<file path="src/rtl/axi_write_arbiter.sv">
// Round-robin write-channel arbiter: grants one master at a time and tracks the
// AW, W and B phases of its burst, with a watchdog for stalled transfers.
module axi_write_arbiter #(
    parameter int NUM_M   = 4,
    parameter int TIMEOUT = 256
) (
    input  logic                       ACLK,
    input  logic                       ARESET,
    input  logic [NUM_M-1:0]           m_AWVALID,
    input  logic [8*NUM_M-1:0]         m_AWLEN,
    input  logic                       s_AWREADY,
    input  logic                       s_WVALID,
    input  logic                       s_WREADY,
    input  logic                       s_WLAST,
    input  logic                       s_BVALID,
    input  logic                       s_BREADY,
    output logic [NUM_M-1:0]           wgrnt,
    output logic [$clog2(NUM_M)-1:0]   grant_id,
    output logic                       busy,
    output logic                       wlast_err,
    output logic                       timeout
);

    localparam int IDW = $clog2(NUM_M);
    localparam int WDW = $clog2(TIMEOUT);
    localparam logic [WDW-1:0] WD_LAST = WDW'(TIMEOUT - 1);

    typedef enum logic [1:0] {
        IDLE,
        ADDR,
        DATA,
        RESP
    } state_t;

    state_t           state_q, state_d;
    logic [NUM_M-1:0] wgrnt_q, wgrnt_d;
    logic [IDW-1:0]   grant_id_q, grant_id_d;
    logic [IDW-1:0]   last_grant_q, last_grant_d;
    logic [7:0]       beat_cnt_q, beat_cnt_d;
    logic [WDW-1:0]   wdog_q, wdog_d;

    logic             rr_found;
    logic [IDW-1:0]   rr_winner;
    logic [IDW-1:0]   rr_cand_idx;
    int               rr_cand;
    logic [7:0]       granted_len;
    logic             aw_hs;
    logic             w_hs;
    logic             b_hs;
    logic             wd_expired;

    // Search upward from the master after the last one served, wrapping at NUM_M.
    always_comb begin
        rr_found    = 1'b0;
        rr_winner   = '0;
        rr_cand     = 0;
        rr_cand_idx = '0;
        for (int i = 1; i <= NUM_M; i++) begin
            rr_cand = int'(last_grant_q) + i;
            if (rr_cand >= NUM_M) begin
                rr_cand = rr_cand - NUM_M;
            end
            rr_cand_idx = IDW'(rr_cand);
            if (!rr_found && m_AWVALID[rr_cand_idx]) begin
                rr_found  = 1'b1;
                rr_winner = rr_cand_idx;
            end
        end
    end

    always_comb begin
        granted_len = '0;
        for (int i = 0; i < NUM_M; i++) begin
            if (grant_id_q == IDW'(i)) begin
                granted_len = m_AWLEN[i*8 +: 8];
            end
        end
    end

    assign aw_hs      = m_AWVALID[grant_id_q] & s_AWREADY;
    assign w_hs       = s_WVALID & s_WREADY;
    assign b_hs       = s_BVALID & s_BREADY;
    assign wd_expired = (wdog_q == WD_LAST) && !w_hs && !b_hs;

    always_comb begin
        state_d      = state_q;
        wgrnt_d      = wgrnt_q;
        grant_id_d   = grant_id_q;
        last_grant_d = last_grant_q;
        beat_cnt_d   = beat_cnt_q;
        wdog_d       = wdog_q;
        wlast_err    = 1'b0;
        timeout      = 1'b0;

        case (state_q)
            IDLE: begin
                wgrnt_d    = '0;
                grant_id_d = '0;
                if (rr_found) begin
                    wgrnt_d    = NUM_M'(1) << rr_winner;
                    grant_id_d = rr_winner;
                    state_d    = ADDR;
                end
            end

            ADDR: begin
                if (aw_hs) begin
                    beat_cnt_d = granted_len;
                    wdog_d     = '0;
                    state_d    = DATA;
                end
            end

            DATA: begin
                // The burst length is fixed by AWLEN; WLAST is only cross-checked.
                if (w_hs) begin
                    wlast_err = s_WLAST != (beat_cnt_q == 8'd0);
                    if (beat_cnt_q == 8'd0) begin
                        state_d = RESP;
                    end else begin
                        beat_cnt_d = beat_cnt_q - 8'd1;
                    end
                end
                if (w_hs || b_hs) begin
                    wdog_d = '0;
                end else begin
                    wdog_d = wdog_q + WDW'(1);
                end
                if (wd_expired) begin
                    timeout      = 1'b1;
                    last_grant_d = grant_id_q;
                    wgrnt_d      = '0;
                    grant_id_d   = '0;
                    wdog_d       = '0;
                    state_d      = IDLE;
                end
            end

            RESP: begin
                if (w_hs || b_hs) begin
                    wdog_d = '0;
                end else begin
                    wdog_d = wdog_q + WDW'(1);
                end
                if (b_hs || wd_expired) begin
                    timeout      = wd_expired;
                    last_grant_d = grant_id_q;
                    wgrnt_d      = '0;
                    grant_id_d   = '0;
                    wdog_d       = '0;
                    state_d      = IDLE;
                end
            end

            default: begin
                wgrnt_d    = '0;
                grant_id_d = '0;
                state_d    = IDLE;
            end
        endcase
    end

    // last_grant resets to the top index so master 0 wins the first arbitration.
    always_ff @(posedge ACLK or posedge ARESET) begin
        if (ARESET) begin
            state_q      <= IDLE;
            wgrnt_q      <= '0;
            grant_id_q   <= '0;
            last_grant_q <= IDW'(NUM_M - 1);
            beat_cnt_q   <= '0;
            wdog_q       <= '0;
        end else begin
            state_q      <= state_d;
            wgrnt_q      <= wgrnt_d;
            grant_id_q   <= grant_id_d;
            last_grant_q <= last_grant_d;
            beat_cnt_q   <= beat_cnt_d;
            wdog_q       <= wdog_d;
        end
    end

    assign wgrnt    = wgrnt_q;
    assign grant_id = grant_id_q;
    assign busy     = (state_q != IDLE);

endmodule

</file>
<file path="config.mk">
export PLATFORM = sky130hd
export DESIGN_NAME = axi_write_arbiter
export DESIGN_NICKNAME = d
export VERILOG_FILES = /design/src/rtl/axi_write_arbiter.sv
export SDC_FILE = /design/constraint.sdc
export NUM_CORES = 1
export LEC_CHECK = 0
export CAP_MARGIN = 20
export CORE_ASPECT_RATIO = 0.75
export CORE_MARGIN = 5
export CORE_UTILIZATION = 60
export DETAILED_ROUTE_END_ITERATION = 8
export DONT_BUFFER_PORTS = 1
export HOLD_SLACK_MARGIN = 0.02
export PLACE_DENSITY = 0.78
export SLEW_MARGIN = 20
export SYNTH_ARGS = -nofsm -noshare
export SYNTH_HDL_FRONTEND = slang
export SYNTH_SLANG_ARGS = --single-unit
</file>
<file path="constraint.sdc">
create_clock -name ACLK -period 4.8 [get_ports ACLK]
set_clock_uncertainty 0.1 [all_clocks]
set_input_delay 0.48 -clock ACLK [delete_from_list [all_inputs] [get_ports ACLK]]
set_output_delay 0.48 -clock ACLK [all_outputs]
set_load 0.02 [all_outputs]
</file>
; ---- After elaboration in Yosys (flattened, before gate mapping)
; Cells that the tools add are included.
[classes]
addsub = 10
n_lt_le_gt_ge = 9
eq_ne = 16
shift = 1
muxes = 57
bitwise = 3
n_reduce_logical = 25
[op_table]
columns = op, n
row1 = 8-bit two-way mux, 11
row2 = 2-bit two-way mux, 18
row3 = 8-bit case mux with 3 select lines, 1
row4 = 8-bit case mux with 2 select lines, 1
row5 = "2-bit by 3-bit < comparator with 1-bit output, second input constant", 5
row6 = 1-bit two-way mux, 13
row7 = 4-bit two-way mux, 3
row8 = "2-bit != test, second input constant", 6
row9 = 4-bit case mux with 3 select lines, 1
row10 = 1-bit binary-select mux with 2-bit select, 5
row11 = "3-bit >= comparator, second input constant", 3
row12 = "8-bit by 1-bit adder with 8-bit output, second input constant", 1
row13 = "2-bit == test, second input constant", 4
row14 = "8-bit == test, second input constant", 1
row15 = 8-bit zero test, 1
row16 = 2-bit case mux with 4 select lines, 1
row17 = "2-bit by 1-bit subtractor with 2-bit output, second input constant", 4
row18 = "8-bit by 1-bit subtractor with 8-bit output, second input constant", 1
row19 = "2-bit by 2-bit adder with 3-bit output, second input constant", 2
row20 = "3-bit != test, second input constant", 2
row21 = 2-bit case mux with 3 select lines, 1
row22 = 3-bit AND reduction, 2
row23 = 2-bit nonzero test, 3
row24 = 3-bit nonzero test, 2
row25 = 16 further kinds, 29
[totals]
reg_bits = 26
inputBits = 44
output_inout_bits = 9

; ---- Logic depth before layout (Yosys ltp)
[logic_depth]
depth_word = 18
depth_mapped = 7
ltp_nobuf = 6

; ---- Worst setup path after synthesis
; No wires, ideal clock.
[synth_path]
path_kind = reg-to-output
start = register beat_cnt_q[0]
end = output port wlast_err
arrival_ns = 1.752
setup_slack_ns = 2.468
path_stages_with_launch = 7
path_cell_list = dfrtp_1 inv_1 ha_1 or4b_1 nor2_1 xnor2_1 nor3_1
[synth_via]
elab_chain_cells = 4
[synth_lines]
columns = item, line
row1 = start: declaration, 39  ; logic [7:0] beat_cnt_q, beat_cnt_d;
row2 = start signal: assignment, 177  ; beat_cnt_q <= beat_cnt_d;
row3 = 8-bit zero test, 117  ; wlast_err = s_WLAST != (beat_cnt_q == 8'd0);
row4 = 1-bit != test, 117
row5 = 1-bit two-way mux, 116  ; if (w_hs) begin
row6 = 1-bit two-way mux, 95  ; case (state_q)
row7 = end: declaration, 20  ; output logic wlast_err,
; Every way passes these cells.

; ---- Final worst setup path
; Same ends and word-level chain as after synthesis.

==> flow_summary.ini <==
[status]
run_status = completed

[layout]
fillCellCount = 234
flow.area_growth_from_synthesis_pct = 4.55
final_layout_size_suffix_gt1_share_pct = 10.6
multi_input_comb_area_sq_mm = 0.00107
num_antenna_cells = 0
area_taken_by_flip_flops_and_latches_sq_um = 653
layout.nets = 236

[pwr]
irDropWorstVdd_uv = 327
lkg_pwr_nw = 0.745
pwr_density_cell_mw_per_mm2 = 580

[floorplanning]
die_y_um = 57.7
die_x_um = 73.5
die_area_sq_mm = 0.00424
coreArea_sq_mm = 0.00294
placementRows = 17
initial_core_util_pct = 61.9
ios = 53

[logic_synthesis]
seq_area_frac_synth_pct = 36.0
ys_dominant_reg_cell = dfrtp_1
synth.top_cells.by_area = dfrtp_1 (33%), mux4_2 (11%), a31oi_1 (5.5%), nor2_1 (4.3%), dfstp_2 (2.9%)
yosys.cell_types.count = 48
yosysWarnings = 0
synth.largest_area_cell = dfrtp_1
syn_area_sq_mm = 0.00182
synthesis.nets = 239
synth_cells = 192
asyncSetResetFlopFracSynth_pct = 100
number_of_synthesized_flops_with_an_enable_pin = 0
synth_top_cell_area_share_pct = 33.1
synth_seq_cells = 26
synth.avg_cell_area_sq_um = 9.46

[clock_network]
cts_max_path_buffers = 2
clock_tree.htree_level_count = 1
postCtsResizedCells = 0
worst_setup_hold_path_clk_slew_ns = 0.09
cts_root_buf = clkbuf_8
insertion_delay_ns = 0.27
cts-buffers-inserted = 3
clock_sinks = 26
clock_tree_from_tritoncts = done

[timing]
timing.final.crit_share_pct = 57.8
final_critical_path_setup_slack_ns = 2.02
rsz0062_at_grt = no
final.min_clock_period_ns = 2.78
report.final.slew_viol_count = 0
fin_setup_tns_ns = 0
finalSetupViolCount = 0
fin_worst_hold_slack_ns = 0.394
max_freq_mhz = 360
tightest_slew_ns = 0.815
report.final.hold_viol_count = 0
worst_slew_margin_rel_pct = 45.4

[grt]
gr-usage-all-layers_pct = 23.3
groute.layer.met2.usage_pct = 35.0
use_met1_pct = 34.0
grt_pass1_wl_mm = 7.91
grt-ovfl-total = 0
grt.met3_usage_pct = 6.93
top_usage_layer = met2
grt_pass1_vias = 1629
antenna_found_initial = 0
grt_start_max_net_pins = 27

[route]
drt_wl_total_mm = 4.65
drt-wirelength-per-cell_um = 20.6
drt-vias-per-instance = 7.18
detail_route.first_pass.iterations = 4
final_antenna_net_count = 0
drt_drc_violations_left = 0
drt_first_iter_violations = 131
num_vias = 1622

[worst_setup_path]
crit_required_ns = 4.22
timing.critical_path.fanout_max = 5
worst_setup_path_end_kind = output pin
worstReg2RegStart = grant_id[0]
crit_start = beat_cnt_q[0]
critical_path_arrival_ns = 2.20
criticalPathCategory = reg2out
critPathLaunchType = flop

[placement]
dp_slack_ns = 2.28
finalWeightedCongestion = 0.952
hpwl_mm = 3.61
io_buffers = 0

[worst_hold_path]
worstHoldStart = s_AWREADY
worstHoldPathType = in2reg

[flow_run]
timing.max_cap.violations = 0
## cell type report
cell class	count	share of cell area (%)
flip-flops and latches	26	34.4
well taps	38	2.50
multi-input cells	144	56.4
clock buffers	4	2.37
inverters	12	2.37
repair buffers	2	1.98
## worst max-delay path, cell delays in order, from the launching register on
cell	delay [ns]
dfrtp_1	0.42
inv_1	0.13
ha_1	0.14
or4b_1	0.50
nor2_1	0.14
xnor2_1	0.08
nor3_1	0.52
## final timing paths
| check | slack, ns | end | depth (start not counted) |
|---|---|---|---|
| max reg2reg | 2.25 | beat_cnt_q[2] | 4 |
| max in group asynchronous | 3.66 | last_grant_q[1] | 3 |
| min | 0.39 | state_q[0] | 2 |
| max | 2.02 | wlast_err | 6 |
| min in group asynchronous | 0.48 | wdog_q[1] | 2 |
| min reg2reg | 0.42 | wdog_q[3] | 1 |
## kinds of logic after synthesis
group | Yosys count | synth area share, %
compound gates | 59 | 23.1
simple gates | 66 | 18.7
buf+inv | 22 | 5.10
mux | 15 | 14.6
flops | 26 | 36.0
fa+ha+maj | 3 | 2.07
xor+xnor | 1 | 0.482
## Yosys cell counts, types with 2 or more instances
cell type   n
dfrtp_1    24
nor2_1     21
a31oi_1    16
inv_1      12
a21oi_1    10
mux4_2      9
nand2_1     9
clkbuf_1    6
nand3_1     6
nor3_1      6
o22ai_1     5
and3_1      4
mux2i_1     4
o21ai_0     4
o22a_1      4
a22o_1      3
and4_1      3
ha_1        3
nand2b_1    3
nor2b_1     3
or3_1       3
a32o_1      2
buf_2       2
dfstp_2     2
mux2_2      2
nand4_1     2
o2bb2ai_1   2
or4b_1      2
## state kept, by name, indices dropped and copies added (netlist names)
register and count:
beat_cnt_q 8, grant_id 2, last_grant_q 2, state_q 2, wdog_q 8, wgrnt 4
## power by group
group / switching [W] / leakage [nW] / internal, W
Clock: 0.0000679 / 0.0228 / 0.0000594
Sequential: 0.000148 / 0.324 / 0.000304
Combinational: 0.000277 / 0.398 / 0.000245
Total: 0.000493 / 0.745 / 0.000609
## cell usage in the layout, fill, tap and decap left out, types with 4 or more instances in the layout
cell type	n
o21ai_0	4
nand2_1	9
o22a_1	4
o22ai_1	5
mux4_2	9
dfrtp_1	24
nand3_1	6
nor2_1	21
a21oi_1	10
nor3_1	6
inv_1	11
a31oi_1	16
mux2i_1	4
and3_1	4
## metal layers
layer	wire length [um]	vias to the layer above
li1	-	737
met5	0	-
met1	2030	784
met3	472	6
met4	32	0
met2	2120	95
## repair_timing
action / CTS / global route
setup buffers: 0 / 0
endpoints found under the hold margin: 0 / 6
hold buffers: 0 / 1
## per-stage QoR
stage	utilization (%)	cell area, sq um	std cells	power, W
floorplan	-	1820	192	0.000863
global placement	61.9	1820	220	0.000943
detailed placement	61.9	1820	220	0.000963
CTS	63.4	1860	224	0.00109
global route	64.7	1900	226	0.00120
finish	64.7	1900	226	0.00110
Note: power is estimated with default switching activity, not from simulation.
